## config.mk

```make
export PLATFORM = sky130hd
export DESIGN_NAME = disp_scan4_flat
export DESIGN_NICKNAME = d
export VERILOG_FILES = /design/src/rtl/disp_scan4_pkg.sv /design/src/rtl/disp_scan4_if.sv /design/src/rtl/disp_scan4_hex7seg.sv /design/src/rtl/disp_scan4.sv /design/src/flat_wrapper.sv
export SDC_FILE = /design/constraint.sdc
export NUM_CORES = 1
export LEC_CHECK = 0
export BUFFER_PORTS_ARGS = -buffer_cell sky130_fd_sc_hd__clkbuf_2
export CAP_MARGIN = 15
export CORE_MARGIN = 10
export CORE_UTILIZATION = 46
export DETAILED_ROUTE_END_ITERATION = 10
export PLACE_DENSITY = 0.7
export SLEW_MARGIN = 20
export SYNTH_ARGS = -nofsm -noshare
export SYNTH_HDL_FRONTEND = slang
export SYNTH_SLANG_ARGS = --single-unit
```

## constraint.sdc

```tcl
create_clock -name clk -period 4.95 [get_ports clk]
set_input_delay 0.495 -clock clk [delete_from_list [all_inputs] [get_ports clk]]
set_output_delay 0.495 -clock clk [all_outputs]
set_load 0.01 [all_outputs]
```

## src/rtl/disp_scan4_pkg.sv

```systemverilog
// disp_pkg: shared constants and the seven-segment decode table for the
// display blocks.
//   SEG_BLANK  - all segments (and dp) off on an active-low display
//   AN_OFF     - all anodes disabled on an active-low anode bus
//   seg_decode - nibble -> active-low {g,f,e,d,c,b,a}
package disp_pkg;

  localparam logic [7:0] SEG_BLANK = 8'hFF;
  localparam logic [3:0] AN_OFF    = 4'hF;

  // Active-low segment patterns, bit order {g,f,e,d,c,b,a}.
  // Lowercase b and d keep them distinct from 8 and 0.
  function automatic logic [6:0] seg_decode(input logic [3:0] n);
    logic [6:0] s;
    s = 7'h7F;
    case (n)
      4'h0: s = 7'h40;
      4'h1: s = 7'h79;
      4'h2: s = 7'h24;
      4'h3: s = 7'h30;
      4'h4: s = 7'h19;
      4'h5: s = 7'h12;
      4'h6: s = 7'h02;
      4'h7: s = 7'h78;
      4'h8: s = 7'h00;
      4'h9: s = 7'h10;
      4'hA: s = 7'h08;
      4'hB: s = 7'h03;
      4'hC: s = 7'h46;
      4'hD: s = 7'h21;
      4'hE: s = 7'h06;
      4'hF: s = 7'h0E;
      default: s = 7'h7F;
    endcase
    return s;
  endfunction

endpackage

```

## src/rtl/disp_scan4_if.sv

```systemverilog
// disp_scan4_if: bundle between the counter chain / board and the scan driver.
//   hexs    - 16-bit value, [3:0] is the rightmost digit
//   points  - per-digit decimal point request, 1 = lit
//   les     - per-digit blank request, 1 = dark
//   lz_en   - 1 = suppress leading zeros on digits 3..1
//   an      - active-low anode enables
//   seg     - active-low segments {dp,g,f,e,d,c,b,a}
//   frame   - one-cycle pulse after a new input snapshot is taken
//   dbg_idx - digit index currently being scanned (scan state)
// There is no handshake: inputs are level signals sampled once per frame,
// outputs are free-running registered levels plus the frame pulse.
interface disp_scan4_if;
  logic [15:0] hexs;
  logic [3:0]  points;
  logic [3:0]  les;
  logic        lz_en;
  logic [3:0]  an;
  logic [7:0]  seg;
  logic        frame;
  logic [1:0]  dbg_idx;

  modport master (
    output hexs, points, les, lz_en,
    input  an, seg, frame, dbg_idx
  );

  modport slave (
    input  hexs, points, les, lz_en,
    output an, seg, frame, dbg_idx
  );
endinterface

```

## src/rtl/disp_scan4_hex7seg.sv

```systemverilog
// hex7seg: combinational nibble -> active-low seven-segment decoder.
//   nib - hex digit value
//   seg - active-low {g,f,e,d,c,b,a}
module hex7seg
  import disp_pkg::*;
(
  input  logic [3:0] nib,
  output logic [6:0] seg
);

  assign seg = seg_decode(nib);

endmodule

```

## src/rtl/disp_scan4.sv

```systemverilog
// disp_scan4: four-digit time-multiplexed common-anode display driver.
//   clk - system clock
//   rst - synchronous, active-high reset
//   bus - disp_scan4_if.slave: hex value, points, blanks, lz_en in;
//         an, seg, frame, dbg_idx out
// A divider lights each digit for SCAN_DIV cycles. All inputs are copied
// into shadow registers once per frame (on the tick that wraps idx 3->0)
// so a counter changing mid-scan never shows a mix of old and new digits.
module disp_scan4
  import disp_pkg::*;
#(
  parameter int unsigned SCAN_DIV = 131072
)(
  input  logic          clk,
  input  logic          rst,
  disp_scan4_if.slave   bus
);

  localparam int unsigned DW = (SCAN_DIV > 1) ? $clog2(SCAN_DIV) : 1;

  logic [DW-1:0] div;
  logic [1:0]    idx;
  logic          tick;
  logic          capture;

  logic [15:0]   sh_hexs;
  logic [3:0]    sh_points;
  logic [3:0]    sh_les;
  logic          sh_lz;

  logic [3:0]    nib;
  logic          dp;
  logic          zsup;
  logic          dark;
  logic [6:0]    dec;

  logic [3:0]    an_q;
  logic [7:0]    seg_q;
  logic          frame_q;

  assign tick    = (div == DW'(SCAN_DIV - 1));
  assign capture = tick && (idx == 2'd3);

  // Digit selection from the shadow copy only, never from live inputs.
  assign nib = sh_hexs[{idx, 2'b00} +: 4];
  assign dp  = sh_points[idx];

  // A digit is a leading zero when it and every digit to its left are 0.
  always_comb begin
    zsup = 1'b0;
    case (idx)
      2'd1:    zsup = sh_lz && (sh_hexs[15:4]  == 12'h000);
      2'd2:    zsup = sh_lz && (sh_hexs[15:8]  == 8'h00);
      2'd3:    zsup = sh_lz && (sh_hexs[15:12] == 4'h0);
      default: zsup = 1'b0;
    endcase
  end

  assign dark = sh_les[idx] || zsup;

  hex7seg u_dec (
    .nib (nib),
    .seg (dec)
  );

  always_ff @(posedge clk) begin
    if (rst) begin
      div       <= '0;
      idx       <= 2'd0;
      sh_hexs   <= 16'h0000;
      sh_points <= 4'h0;
      sh_les    <= 4'h0;
      sh_lz     <= 1'b0;
      an_q      <= AN_OFF;
      seg_q     <= SEG_BLANK;
      frame_q   <= 1'b0;
    end else begin
      div <= tick ? '0 : div + 1'b1;
      if (tick) begin
        idx <= idx + 2'd1;
      end
      if (capture) begin
        sh_hexs   <= bus.hexs;
        sh_points <= bus.points;
        sh_les    <= bus.les;
        sh_lz     <= bus.lz_en;
      end
      frame_q <= capture;
      // Outputs reflect the idx of this cycle, so they trail idx by one.
      an_q  <= ~(4'b0001 << idx);
      seg_q <= dark ? SEG_BLANK : {~dp, dec};
    end
  end

  assign bus.an      = an_q;
  assign bus.seg     = seg_q;
  assign bus.frame   = frame_q;
  assign bus.dbg_idx = idx;

endmodule

```

## src/flat_wrapper.sv

```systemverilog
// flat-port wrapper written by rule: the top's interface ports become plain ports
module disp_scan4_flat import disp_pkg::*;
#(
  parameter int unsigned SCAN_DIV = 131072
)
  (clk, rst, bus_hexs, bus_points, bus_les, bus_lz_en, bus_an, bus_seg, bus_frame, bus_dbg_idx);
  disp_scan4_if bus_i ();
  input  logic clk;
  input  logic rst;
  input wire logic [$bits(bus_i.hexs)-1:0] bus_hexs;
  input wire logic [$bits(bus_i.points)-1:0] bus_points;
  input wire logic [$bits(bus_i.les)-1:0] bus_les;
  input wire logic [$bits(bus_i.lz_en)-1:0] bus_lz_en;
  output wire logic [$bits(bus_i.an)-1:0] bus_an;
  output wire logic [$bits(bus_i.seg)-1:0] bus_seg;
  output wire logic [$bits(bus_i.frame)-1:0] bus_frame;
  output wire logic [$bits(bus_i.dbg_idx)-1:0] bus_dbg_idx;
  assign bus_i.hexs = bus_hexs;
  assign bus_i.points = bus_points;
  assign bus_i.les = bus_les;
  assign bus_i.lz_en = bus_lz_en;
  assign bus_an = bus_i.an;
  assign bus_seg = bus_i.seg;
  assign bus_frame = bus_i.frame;
  assign bus_dbg_idx = bus_i.dbg_idx;
  disp_scan4 #(.SCAN_DIV(SCAN_DIV)) u_core (.clk(clk), .rst(rst), .bus(bus_i));
endmodule
```

==> results of run 1 <==
## placed cells by master, fill, tap and decap left out, types with 3 or more instances in the layout
cell	synthesis	routed
sky130_fd_sc_hd__nand3_1	11	11
sky130_fd_sc_hd__nor2_1	24	24
sky130_fd_sc_hd__mux2i_1	6	6
sky130_fd_sc_hd__and2_1	5	5
sky130_fd_sc_hd__mux4_2	5	5
sky130_fd_sc_hd__inv_1	8	8
sky130_fd_sc_hd__o211ai_1	4	4
sky130_fd_sc_hd__xnor2_1	4	4
sky130_fd_sc_hd__xor2_1	11	11
sky130_fd_sc_hd__a21oi_1	26	26
sky130_fd_sc_hd__nor4_1	3	3
sky130_fd_sc_hd__nand4_1	5	5
sky130_fd_sc_hd__dfxtp_1	57	57
sky130_fd_sc_hd__clkbuf_2	0	41
sky130_fd_sc_hd__nand2b_1	5	5
sky130_fd_sc_hd__clkbuf_8	0	10
sky130_fd_sc_hd__ha_1	12	12
sky130_fd_sc_hd__nand2_1	62	62
sky130_fd_sc_hd__and4_1	3	3
## state kept, by name, summed over array words and instances, names as in the netlist
signal / cells
u_core.bus.an: 4
u_core.bus.seg: 8
u_core.bus.frame: 1
u_core.sh_points: 4
u_core.sh_lz: 1
u_core.sh_hexs: 16
u_core.div: 17
u_core.bus.dbg_idx: 2
u_core.sh_les: 4
## area by class of cell
class	instances	area [µm²]
tap	72	90.09
timing repair buffer	41	205.2
fill	535	2536
multi-input combinational	209	1320
sequential	57	1141
clock buffer	12	145.1
inverter	8	30.03
clock inverter	1	5.005
## power breakdown
group	switching, mW	internal (mW)
combinational	0.0146	0.0133
clock	0.164	0.186
sequential	0.00271	0.464
total	0.181	0.663
## per-layer routing
metal  track usage [%]  vias to the layer above  share of wire, %
li1                  -                     1056                 -
met4             7.232                        0               2.1
met1             16.53                      886                51
met5                 0                        -                 0
met2             17.28                       44                42
met3             4.203                       11               5.8
## critical path, stage by stage (launching register included)
cell                      delay, ns
sky130_fd_sc_hd__dfxtp_1       0.36
sky130_fd_sc_hd__ha_1          0.21
sky130_fd_sc_hd__and4_1        0.29
sky130_fd_sc_hd__nand3_1       0.11
sky130_fd_sc_hd__nor3_1        0.19
sky130_fd_sc_hd__ha_1          0.32
sky130_fd_sc_hd__and2_1        0.71
sky130_fd_sc_hd__nand2_1       0.11
sky130_fd_sc_hd__a21oi_1       0.17
## through the flow
step	area [µm²]	setup slack (ns)
after floorplan	2572	2.663
after global placement	2786	2.460
after detailed placement	2786	2.357
after CTS	2937	2.342
after global routing	2937	2.021
final	2937	2.381
## worst max path at each step
stage,end,from,cells after the start,slack [ns]
2_1_floorplan,u_core.sh_hexs[13]$_SDFFE_PP0P_,u_core.div[0]$_SDFF_PP0_,12,2.66
3_3_place_gp,u_core.sh_points[1]$_SDFFE_PP0P_,u_core.div[0]$_SDFF_PP0_,8,2.46
6_report,u_core.sh_hexs[0]$_SDFFE_PP0P_,u_core.div[0]$_SDFF_PP0_,8,2.38
5_1_grt,u_core.sh_hexs[0]$_SDFFE_PP0P_,u_core.div[1]$_SDFF_PP0_,8,2.02
4_1_cts,u_core.sh_hexs[0]$_SDFFE_PP0P_,u_core.div[0]$_SDFF_PP0_,8,2.34
3_5_place_dp,u_core.sh_hexs[0]$_SDFFE_PP0P_,u_core.div[0]$_SDFF_PP0_,8,2.36
## cells by family after synthesis
family          after synthesis
compound gates               40
mux                          14
flops                        57
fa+ha+maj                    12
buf+inv                      26
xor+xnor                     15
simple gates                128
==> Flow_metrics.wiki, run 1 <==
{| class="wikitable"
! Metric !! Value
|-
| Result of the run || finished clean
|-
| CTS clk-pin slew, worst paths || roughly 0.06 ns
|-
| Total placed cells including tap cells || 387
|-
| Post-CTS Setup Repair Bufs || 0
|-
| Final core utilization || a little over half
|-
| Deepest clock path buffer count || 2
|-
| Number of design-rule violations left by the first detailed-router iteration || 64
|-
| Kind of path behind the tightest hold check || primary input to flop
|-
| Fraction of the mapped netlist area in compound gates || under 10%
|-
| Area of the die || 8983 µm²
|-
| Max Fanout on Critical Path || 25
|-
| Port bufs || approximately 40
|-
| Core Region || 5473 µm²
|-
| Critical path start-end classification || flop to flop
|-
| Depth of the most critical reg-to-reg path || 8
|-
| Syn Std Cell Area || ~2600 µm²
|-
| Largest voltage drop on the vdd net || 0.1866 mV
|-
| Remaining global-route overflow || 0
|-
| Number of antenna violations at the first check in global routing || 0
|-
| Count of placed standard cells in the final layout, fillers left out || 400
|-
| Detail-routed via count per cell || between 4 and 5
|-
| Average cell area after synthesis || about 9 µm²
|-
| Distinct cells, synth || 37
|-
| Maximum number of pins on one net before global-route repair || 35
|-
| Slew at the pin with the worst max-slew slack || slightly above 0.8 ns
|-
| Yosys synthesis warning count || 0
|-
| End of the worst hold path || u_core.sh_hexs[12]$_SDFFE_PP0P_
|-
| WHS || between 0.3 and 0.4 ns
|-
| H-tree Lvls || 3
|-
| Worst max-slew margin expressed relative to the limit || a little under half
|-
| ANT cells || 0
|-
| Time the worst path needs with I/O delays and setup || between 2 and 3 ns
|-
| Clock tree from TritonCTS || built
|-
| Num Clock Sinks || 57
|-
| Total negative slack || 0 ns
|-
| Vias in the first global route || between 1.5k and 2k
|-
| Total Power Consumption || roughly 0.84 mW
|-
| Max frequency || 389.3 MHz
|-
| CTS root buffer || sky130_fd_sc_hd__clkbuf_8
|-
| Adder-cell area share of the yosys netlist || roughly 6%
|-
| Via count || roughly 2k
|-
| Main area contributors after synthesis || sky130_fd_sc_hd__dfxtp_1, sky130_fd_sc_hd__nand2_1, sky130_fd_sc_hd__ha_1
|-
| Cell type with the highest aggregate area in the netlist || sky130_fd_sc_hd__dfxtp_1
|-
| Synthesized-area fraction occupied by xor and xnor cells || about 5%
|-
| Leading cell types by count after synthesis || sky130_fd_sc_hd__nand2_1, sky130_fd_sc_hd__dfxtp_1, sky130_fd_sc_hd__a21oi_1, sky130_fd_sc_hd__nor2_1
|-
| Required time at the worst-slack endpoint || 5.20 ns
|-
| Number of cells traversed by the worst hold path || 3
|-
| Post-synthesis simple-gate area fraction || 22.67%
|-
| Antenna-violating nets left || 0
|-
| Worst Hold Launch || bus_hexs[12]
|-
| Static leakage power || around 1.1 nW
|-
| Number of buffers inserted during clock tree synthesis || 9
|-
| Proportion of layout cells with a drive suffix above 1 || between 10% and 20%
|-
| Post-layout nets || 365
|-
| Routability congestion estimate || roughly 0.76
|-
| Kind of start point of the critical path || flop
|-
| Number of enable-type register cells in the synthesized netlist || 0
|-
| Commonest register cell after synthesis || sky130_fd_sc_hd__dfxtp_1
|-
| Pwr per Cell Area || between 200 and 300 nW/µm²
|-
| Clock insertion delay at the later pin of the skew report || 0.33 ns
|-
| R2R Setup Slk || about 2.4 ns
|-
| Chip Height || 94.78 µm
|-
| Dominant combinational cell family by area after synthesis || simple AND/OR/NAND/NOR gates
|-
| Drt pass-1 iters || 6
|-
| Worst setup skew after layout || between 0.005 and 0.006 ns
|-
| Count of unresolved DRC violations after routing || 0
|-
| Number of top-level pins || 42
|-
| Routed wire length per instance || between 10 and 15 µm
|-
| Total length of routed wires || ~5200 µm
|-
| Count leader, synth || sky130_fd_sc_hd__nand2_1
|-
| Number of hold violations in the final report || 0
|-
| Number of rows created at floorplan || 27
|-
| Number of setup violations in the final report || 0
|-
| Overall routing resource usage || around an eighth
|-
| HPWL Detailed || between 3000 and 4000 µm
|-
| Global-route wire length before repair || roughly 9000 µm
|-
| R2r startpoint || u_core.div[0]$_SDFF_PP0_
|-
| Capturing point of the worst reg2reg path || u_core.sh_hexs[0]$_SDFFE_PP0P_
|-
| Number of pins exceeding their max-slew limit in the final report || 0
|-
| Flip-flop and latch count after synthesis || 57
|-
| Net Count, Synth || roughly 330
|-
| Crit end category || flop
|-
| Starting density of the core || 47.01%
|-
| Proportion of synthesized area in mux cells || under 10%
|-
| MaxCap Viol Count || 0
|-
| Gate Count Post-Synth || 292
|-
| Resize count post-CTS || 0
|-
| Setup repair after global routing missed its margin || no
|-
| Data arrival time at the worst-slack endpoint || around 2.8 ns
|-
| Cts hold-fix bufs || 0
|-
| Proportion of synthesized flip-flops having asynchronous set or reset || 0%
|-
| Final cycle utilization of the critical path || between 50% and 60%
|-
| Area growth, synth to finish || 14.15%
|-
| Sequential element share of the synthesized area || between 40% and 50%
|-
| Die Width || about 95 µm
|-
| Post-synth top area share || between 40% and 50%
|}
(Power assumes the default switching activity.)
==> inputs of run 2 (changes only) <==
--- a/config.mk
+++ b/config.mk
@@ -10,7 +10,7 @@
 export CORE_MARGIN = 10
 export CORE_UTILIZATION = 46
 export DETAILED_ROUTE_END_ITERATION = 10
-export PLACE_DENSITY = 0.7
+export PLACE_DENSITY = 0.73
 export SLEW_MARGIN = 20
 export SYNTH_ARGS = -nofsm -noshare
 export SYNTH_HDL_FRONTEND = slang
==> constraint.sdc (replaced) <==
create_clock -name clk -period 2.1 [get_ports clk]
set_input_delay 0.21 -clock clk [delete_from_list [all_inputs] [get_ports clk]]
set_output_delay 0.21 -clock clk [all_outputs]
set_load 0.01 [all_outputs]
==> run 2 against run 1 <==
Net effect: sequential share of layout area is 2.7 points lower; clock skew is 0.0038 ns higher; core utilization is 4.0 points higher; sequential power is 140% higher; setup slack worse by 2.2 ns; register-to-register slack worse by 2.2 ns; routed wire length is 7.2% higher.
==> Flow_metrics.wiki, run 2 (same netlist as run 1, synthesis figures left out) <==
{| class="wikitable"
! Metric !! Value
|-
| Result of the run || finished clean
|-
| Crit end category || flop
|-
| Kind of cell with the highest combined delay on the critical path || compound AO/OA/AOI/OAI gates
|-
| Number of pins exceeding their max-slew limit in the final report || 0 (unchanged)
|-
| Kind of path behind the tightest hold check || primary input to flop
|-
| Deepest clock path buffer count || 2 (unchanged)
|-
| Critical Path, Cell by Cell || buf_4, inv_1, ha_1, nor4_1, nand3b_1, o31a_2, o311ai_1
|-
| Slowest Stage Delay on Critical Path || 0.44 ns (-0.27 ns)
|-
| Proportion of layout cells with a drive suffix above 1 || 23.03% (+4.7 points)
|-
| Vias in the first global route || 2107 (+7.5%)
|-
| Drt pass-1 iters || 4 (-2)
|-
| Max Fanout on Critical Path || 12 (-52%)
|-
| Largest voltage drop on the vdd net || 0.4604 mV (+150%)
|-
| Total Power Consumption || 2.498 mW (+200%)
|-
| Worst max-slew margin expressed relative to the limit || 78.59% (+33 points)
|-
| CTS root buffer || sky130_fd_sc_hd__clkbuf_8
|-
| Slew at the pin with the worst max-slew slack || 0.3211 ns (-0.4978 ns)
|-
| Number of top-level pins || 42 (unchanged)
|-
| Via count || 2094 (+4.9%)
|-
| HPWL Detailed || 4040 µm (+7.4%)
|-
| Count of unresolved DRC violations after routing || 0 (unchanged)
|-
| Pre-CTS setup slack || 0.1259 ns (-2.231 ns)
|-
| Clock insertion delay at the later pin of the skew report || 0.34 ns (about the same)
|-
| Final cycle utilization of the critical path || 91.51% (+40 points)
|-
| Number of hold violations in the final report || 0 (unchanged)
|-
| Routability congestion estimate || 0.8428 (+11%)
|-
| Die Width || 94.78 µm (unchanged)
|-
| Pwr per Cell Area || 791.3 nW/µm² (+180%)
|-
| Most common library cell in the layout ignoring fill and taps || sky130_fd_sc_hd__nand2_1
|-
| Total negative slack || 0 ns (unchanged)
|-
| Crit-path slowest cell || sky130_fd_sc_hd__o31a_2
|-
| Kind of start point of the critical path || flop
|-
| Flip-flop count of the largest register after layout || 17 (unchanged)
|-
| Final core utilization || 57.68% (+4.0 points)
|-
| Total length of routed wires || 5605 µm (+7.2%)
|-
| Clock tree from TritonCTS || built
|-
| Port bufs || 41 (unchanged)
|-
| Count of placed standard cells in the final layout, fillers left out || 415 (+3.8%)
|-
| Remaining global-route overflow || 0 (unchanged)
|-
| Starting density of the core || 47.01% (unchanged)
|-
| Setup repair after global routing missed its margin || no
|-
| Worst setup skew after layout || 0.008822 ns (+0.003804 ns)
|-
| Chip Height || 94.78 µm (unchanged)
|-
| Data arrival time at the worst-slack endpoint || 2.16 ns (-0.66 ns)
|-
| Overall routing resource usage || 13.56% (+1.1 points)
|-
| Cts hold-fix bufs || 0 (unchanged)
|-
| Num Clock Sinks || 57 (unchanged)
|-
| CTS clk-pin slew, worst paths || 0.06 ns (about the same)
|-
| Number of antenna violations at the first check in global routing || 0 (unchanged)
|-
| Routed wire length per instance || 13.51 µm (+3.3%)
|-
| Final setup slack of the worst path || 0.1784 ns (-2.203 ns)
|-
| Most frequent cells in the layout || sky130_fd_sc_hd__nand2_1, sky130_fd_sc_hd__dfxtp_1, sky130_fd_sc_hd__clkbuf_2
|-
| ANT cells || 0 (unchanged)
|-
| H-tree Lvls || 3 (unchanged)
|-
| Core Region || 5473 µm² (unchanged)
|-
| Antenna-violating nets left || 0 (unchanged)
|-
| Number of setup violations in the final report || 0 (unchanged)
|-
| Maximum number of pins on one net before global-route repair || 34 (-2.9%)
|-
| Buffers and inverters on the worst path || 2 (+2)
|-
| Static leakage power || 1.226 nW (+10%)
|-
| Required time at the worst-slack endpoint || 2.34 ns (-2.86 ns)
|-
| Max frequency || 520.4 MHz (+34%)
|-
| Area of the die || 8983 µm² (unchanged)
|-
| Critical path start-end classification || flop to flop
|-
| Area growth, synth to finish || 22.71%
|-
| Total placed cells including tap cells || 399 (+3.1%)
|-
| Number of design-rule violations left by the first detailed-router iteration || 158 (+150%)
|-
| Global-route wire length before repair || 9653 µm (+7.5%)
|-
| Largest register by flop count || u_core.div
|-
| Time the worst path needs with I/O delays and setup || 1.922 ns (-0.6471 ns)
|-
| Number of rows created at floorplan || 27 (unchanged)
|-
| Post-layout nets || 377 (+3.3%)
|-
| Detail-routed via count per cell || 5.046 (+1.1%)
|-
| Number of buffers inserted during clock tree synthesis || 9 (unchanged)
|-
| MaxCap Viol Count || 0 (unchanged)
|}
-- run 2: cell types whose count changed in the layout (fill, tap and decap cells not counted), sizes merged --
cell,delta
clkbuf,-2
bufinv,+4
clkinv,+1
buf,+12
-- run 2: worst reg2reg max path, delay by kind of cell, from the launching register on --
| kind | cells | cell delay (ns) |
|---|---|---|
| flip-flops | 1 | 0.39 |
| AO/OA/AOI/OAI | 2 | 0.56 |
| buffers and inverters | 2 | 0.35 |
| adder cells (fa/ha/maj) | 1 | 0.25 |
| AND/OR/NAND/NOR | 2 | 0.28 |
-- run 2: through the flow --
stage	instance area [µm²]	hold WS, ns
5_1_grt	3157	0.08890
4_1_cts	3149	0.08352
2_1_floorplan	2590	0.3460
3_5_place_dp	2892	0.4395
3_3_place_gp	2892	0.4326
6_report	3157	0.09284
-- run 2: final timing paths --
check	start	slack [ns]	endpoint	cells past startpoint
worst max-delay path	u_core.bus.dbg_idx[0]$_SDFFE_PP0P_	0.18	u_core.bus.seg[4]$_SDFF_PP1_	7
worst max register to register	u_core.bus.dbg_idx[0]$_SDFFE_PP0P_	0.18	u_core.bus.seg[4]$_SDFF_PP1_	7
worst min register to register	u_core.sh_les[1]$_SDFFE_PP0P_	0.45	u_core.sh_les[1]$_SDFFE_PP0P_	2
worst min-delay path	bus_hexs[10]	0.09	u_core.sh_hexs[10]$_SDFFE_PP0P_	3
-- run 2: area by class of cell --
class,count,area [µm²]
clock buffer,10,127.6
clock inverter,6,130.1
fill,515,2316
inverter,8,30.03
multi-input combinational,209,1330
sequential,57,1141
tap,72,90.09
timing repair buffer,53,307.8
-- run 2: power by group --
part	leakage, nW	total (mW)	switching, mW	internal, mW
clock	0.130	1.33	0.423	0.904
sequential	0.462	1.10	0.00628	1.09
combinational	0.634	0.0705	0.0362	0.0343
total	1.23	2.50	0.466	2.03
-- run 2: what timing repair did --
item,CTS,global route
endpoints found under the hold margin,0,0
setup buffers,0,0
resized for setup,0,2
setup endpoints to repair,0,26
-- run 2: per-layer routing --
layer	global-route usage (%)	vias up	wire length [µm]
met5	0	-	0
met4	7.481	0	110
met3	4.600	10	391
met2	19.51	65	2465
met1	17.40	937	2638
li1	-	1082	-
==> inputs of run 3 (changes only) <==
--- a/config.mk
+++ b/config.mk
@@ -10,8 +10,9 @@
 export CORE_MARGIN = 10
 export CORE_UTILIZATION = 46
 export DETAILED_ROUTE_END_ITERATION = 10
-export PLACE_DENSITY = 0.73
+export PLACE_DENSITY = 0.7
 export SLEW_MARGIN = 20
 export SYNTH_ARGS = -nofsm -noshare
 export SYNTH_HDL_FRONTEND = slang
+export SYNTH_HIERARCHICAL = 1
 export SYNTH_SLANG_ARGS = --single-unit
==> constraint.sdc (replaced) <==
create_clock -name clk -period 2.35 [get_ports clk]
set_input_delay 0.235 -clock clk [delete_from_list [all_inputs] [get_ports clk]]
set_output_delay 0.235 -clock clk [all_outputs]
set_load 0.01 [all_outputs]
==> run 3 against run 2 <==
Net effect: die area grew 2.0%; area after synthesis grew 2.5%; via count grew 2.1%; first-iteration DRC count shrank 34%; synthesized cell count grew 0.68%; register-to-register slack is essentially flat; critical endpoint is now u_core/bus.seg[0]$_SDFF_PP1_.
==> Flow_metrics.wiki, run 3 <==
{| class="wikitable"
! Metric !! Value
|-
| Slew at the pin with the worst max-slew slack || 0.6757 ns (+0.3546 ns)
|-
| Area after DPL || 2958 µm² (+2.3%)
|-
| Cell type with the highest aggregate area in the netlist || sky130_fd_sc_hd__dfxtp_1
|-
| Worst setup path endpoint || u_core/bus.seg[0]$_SDFF_PP1_
|-
| Net Count, Synth || 334 (+0.91%)
|-
| Pwr per Cell Area || 572.3 nW/µm² (-28%)
|-
| Flip-flop count of the largest register after layout || 17 (unchanged)
|-
| Kind of start point of the critical path || flop
|-
| Flip-flop and latch count after synthesis || 57 (unchanged)
|-
| Area of the die || 9159 µm² (+2.0%)
|-
| Vias in the first global route || 2067 (-1.9%)
|-
| Number of setup violations in the final report || 0 (unchanged)
|-
| Clock insertion delay at the later pin of the skew report || 0.33 ns (about the same)
|-
| Worst Hold Launch || bus_hexs[4]
|-
| CTS root buffer || sky130_fd_sc_hd__clkbuf_8
|-
| Yosys synthesis warning count || 6 (+6)
|-
| Clock tree from TritonCTS || built
|-
| Number of top-level pins || 42 (unchanged)
|-
| Required time at the worst-slack endpoint || 2.60 ns (+0.26 ns)
|-
| Sequential element share of the synthesized area || 43.28% (-1.1 points)
|-
| Overall routing resource usage || 12.97% (-0.58 points)
|-
| H-tree Lvls || 3 (unchanged)
|-
| Final cycle utilization of the critical path || 92.13% (+0.63 points)
|-
| Average cell area after synthesis || 8.967 µm² (+1.8%)
|-
| Port bufs || 41 (unchanged)
|-
| MaxCap Viol Count || 0 (unchanged)
|-
| Post-layout nets || 383 (+1.6%)
|-
| Number of antenna violations at the first check in global routing || 0 (unchanged)
|-
| Syn Std Cell Area || 2636 µm² (+2.5%)
|-
| Finished layout cell area || 3118 µm² (-1.2%)
|-
| Post-CTS Setup Repair Bufs || 0 (unchanged)
|-
| R2R Setup Slk || 0.18 ns (about the same)
|-
| Starting density of the core || 47.58% (+0.58 points)
|-
| Core Region || 5540 µm² (+1.2%)
|-
| Antenna-violating nets left || 0 (unchanged)
|-
| Largest register by flop count || u_core/div
|-
| Main area contributors after synthesis || sky130_fd_sc_hd__dfxtp_1, sky130_fd_sc_hd__nand2_1, sky130_fd_sc_hd__ha_1
|-
| Number of rows created at floorplan || 27 (unchanged)
|-
| Drt pass-1 iters || 4 (unchanged)
|-
| Num Clock Sinks || 57 (unchanged)
|-
| HPWL Detailed || 4216 µm (+4.4%)
|-
| Detail-routed via count per cell || 5.115 (+1.4%)
|-
| Time the worst path needs with I/O delays and setup || 2.165 ns (+0.2435 ns)
|-
| WHS || 0.1148 ns (+0.02192 ns)
|-
| Crit end category || flop
|-
| Total Power Consumption || 1.785 mW (-29%)
|-
| Proportion of synthesized flip-flops having asynchronous set or reset || 0% (unchanged)
|-
| Post-synth top area share || 43.28% (-1.1 points)
|-
| Number of buffers inserted during clock tree synthesis || 9 (unchanged)
|-
| Routed wire length per instance || 13.62 µm (+0.82%)
|-
| Result of the run || finished clean
|-
| Launching element of the worst setup path || u_core/bus.dbg_idx[0]$_SDFFE_PP0P_
|-
| Largest voltage drop on the vdd net || 0.4858 mV (+5.5%)
|-
| Worst setup skew after layout || 0.007442 ns (-0.001380 ns)
|-
| Die Width || 95.71 µm (+0.98%)
|-
| CTS clk-pin slew, worst paths || 0.06 ns (about the same)
|-
| Count leader, synth || sky130_fd_sc_hd__nand2_1
|-
| Data arrival time at the worst-slack endpoint || 2.41 ns (+0.25 ns)
|-
| Setup repair after global routing missed its margin || no
|-
| Critical path start-end classification || flop to flop
|-
| Deepest clock path buffer count || 2 (unchanged)
|-
| Maximum number of pins on one net before global-route repair || 39 (+15%)
|-
| Global-route wire length before repair || 9466 µm (-1.9%)
|-
| Count of unresolved DRC violations after routing || 0 (unchanged)
|-
| Max Fanout on Critical Path || 5 (-7)
|-
| ANT cells || 0 (unchanged)
|-
| Via count || 2138 (+2.1%)
|-
| Number of hold violations in the final report || 0 (unchanged)
|-
| Remaining global-route overflow || 0 (unchanged)
|-
| Distinct cells, synth || 39 (+5.4%)
|-
| Number of design-rule violations left by the first detailed-router iteration || 105 (-34%)
|-
| Most common library cell in the layout ignoring fill and taps || sky130_fd_sc_hd__nand2_1
|-
| Static leakage power || 1.209 nW (-1.4%)
|-
| Total negative slack || 0 ns (unchanged)
|-
| R2r startpoint || u_core/bus.dbg_idx[0]$_SDFFE_PP0P_
|-
| Most frequent cells in the layout || sky130_fd_sc_hd__nand2_1, sky130_fd_sc_hd__dfxtp_1, sky130_fd_sc_hd__clkbuf_2
|-
| Capturing point of the worst reg2reg path || u_core/bus.seg[0]$_SDFF_PP1_
|-
| Chip Height || 95.71 µm (+0.98%)
|-
| Number of pins exceeding their max-slew limit in the final report || 0 (unchanged)
|-
| Kind of path behind the tightest hold check || primary input to flop
|-
| Proportion of layout cells with a drive suffix above 1 || 23.99% (+0.96 points)
|-
| Routability congestion estimate || 0.8813 (+4.6%)
|-
| Leading cell types by count after synthesis || sky130_fd_sc_hd__nand2_1, sky130_fd_sc_hd__dfxtp_1, sky130_fd_sc_hd__a21oi_1, sky130_fd_sc_hd__inv_1, sky130_fd_sc_hd__nor2_1
|-
| Number of enable-type register cells in the synthesized netlist || 0 (unchanged)
|-
| Commonest register cell after synthesis || sky130_fd_sc_hd__dfxtp_1
|-
| Total length of routed wires || 5692 µm (+1.6%)
|-
| Worst max-slew margin expressed relative to the limit || 54.95% (-24 points)
|-
| Max frequency || 461.9 MHz (-11%)
|-
| Area growth, synth to finish || 18.27%
|-
| Depth of the most critical reg-to-reg path || 8 (+1)
|-
| Gate Count Post-Synth || 294 (+0.68%)
|}
run 3: worst min path at each step:
stage                                             to  slack, ns  cells after the start
finish                u_core/sh_hexs[4]$_SDFFE_PP0P_       0.11                      3
global route        u_core/sh_points[1]$_SDFFE_PP0P_       0.11                      3
CTS                   u_core/sh_hexs[8]$_SDFFE_PP0P_       0.10                      3
detailed placement     u_core/sh_les[0]$_SDFFE_PP0P_       0.45                      2
global placement    u_core/sh_points[3]$_SDFFE_PP0P_       0.44                      2
floorplan             u_core/sh_hexs[0]$_SDFFE_PP0P_       0.37                      2
run 3: layer usage:
layer  up-vias  routed length, µm  share of wire (%)  track usage [%]
li1       1114                  -                  -                -
met1       967               2801                 49            16.46
met2        50               2473                 43            19.47
met3         7                378                6.6            5.837
met4         0                 39               0.69            3.686
met5         -                  0                  0                0
run 3: area by class of cell:
cell class	count	area, µm²
Clock inverter	4	22.52
Multi-Input combinational cell	206	1380
Sequential cell	57	1142
Clock buffer	10	127.6
Inverter	16	60.06
Fill cell	506	2422
Tap cell	72	90.09
Timing Repair Buffer	53	295.3
run 3: cell families (layout without fill, tap and decap cells):
kind of cell	after synthesis	count (layout)	share of synthesized area (%)
AND/OR/NAND/NOR	116	116	21.97
flip-flops	57	57	43.28
AO/OA/AOI/OAI	55	55	12.43
buffers and inverters	31	83	4.936
multiplexers	18	18	9.872
adder cells (fa/ha/maj)	13	13	6.170
XOR/XNOR	4	4	1.329
run 3: per-stage QoR:
step / setup WS [ns] / cells / utilization, %
2_1_floorplan: 0.03017 / 294 / -
3_3_place_gp: 0.1117 / 404 / 53.39
3_5_place_dp: 0.04412 / 404 / 53.39
4_1_cts: 0.02684 / 418 / 56.10
5_1_grt: 0.009889 / 418 / 56.28
6_report: 0.1849 / 418 / 56.28
run 3: critical path: stages, from the launching register on:
cell	delay, ns
sky130_fd_sc_hd__dfxtp_2	0.40
sky130_fd_sc_hd__mux4_2	0.59
sky130_fd_sc_hd__inv_2	0.12
sky130_fd_sc_hd__ha_1	0.18
sky130_fd_sc_hd__and2b_2	0.22
sky130_fd_sc_hd__or3b_1	0.36
sky130_fd_sc_hd__o21ai_0	0.08
sky130_fd_sc_hd__inv_1	0.06
sky130_fd_sc_hd__o211ai_1	0.07
run 3: report_power, final:
| group | internal [mW] | switching [mW] | total [mW] |
|---|---|---|---|
| registers | 0.977 | 0.00584 | 0.983 |
| logic | 0.0343 | 0.0376 | 0.0719 |
| clock network | 0.364 | 0.365 | 0.729 |
| total | 1.38 | 0.409 | 1.78 |
run 3: timing repair:
action | in CTS | in global routing
endpoints found under the setup margin | 0 | 10
hold buffers | 0 | 0
resized for setup | 0 | 3
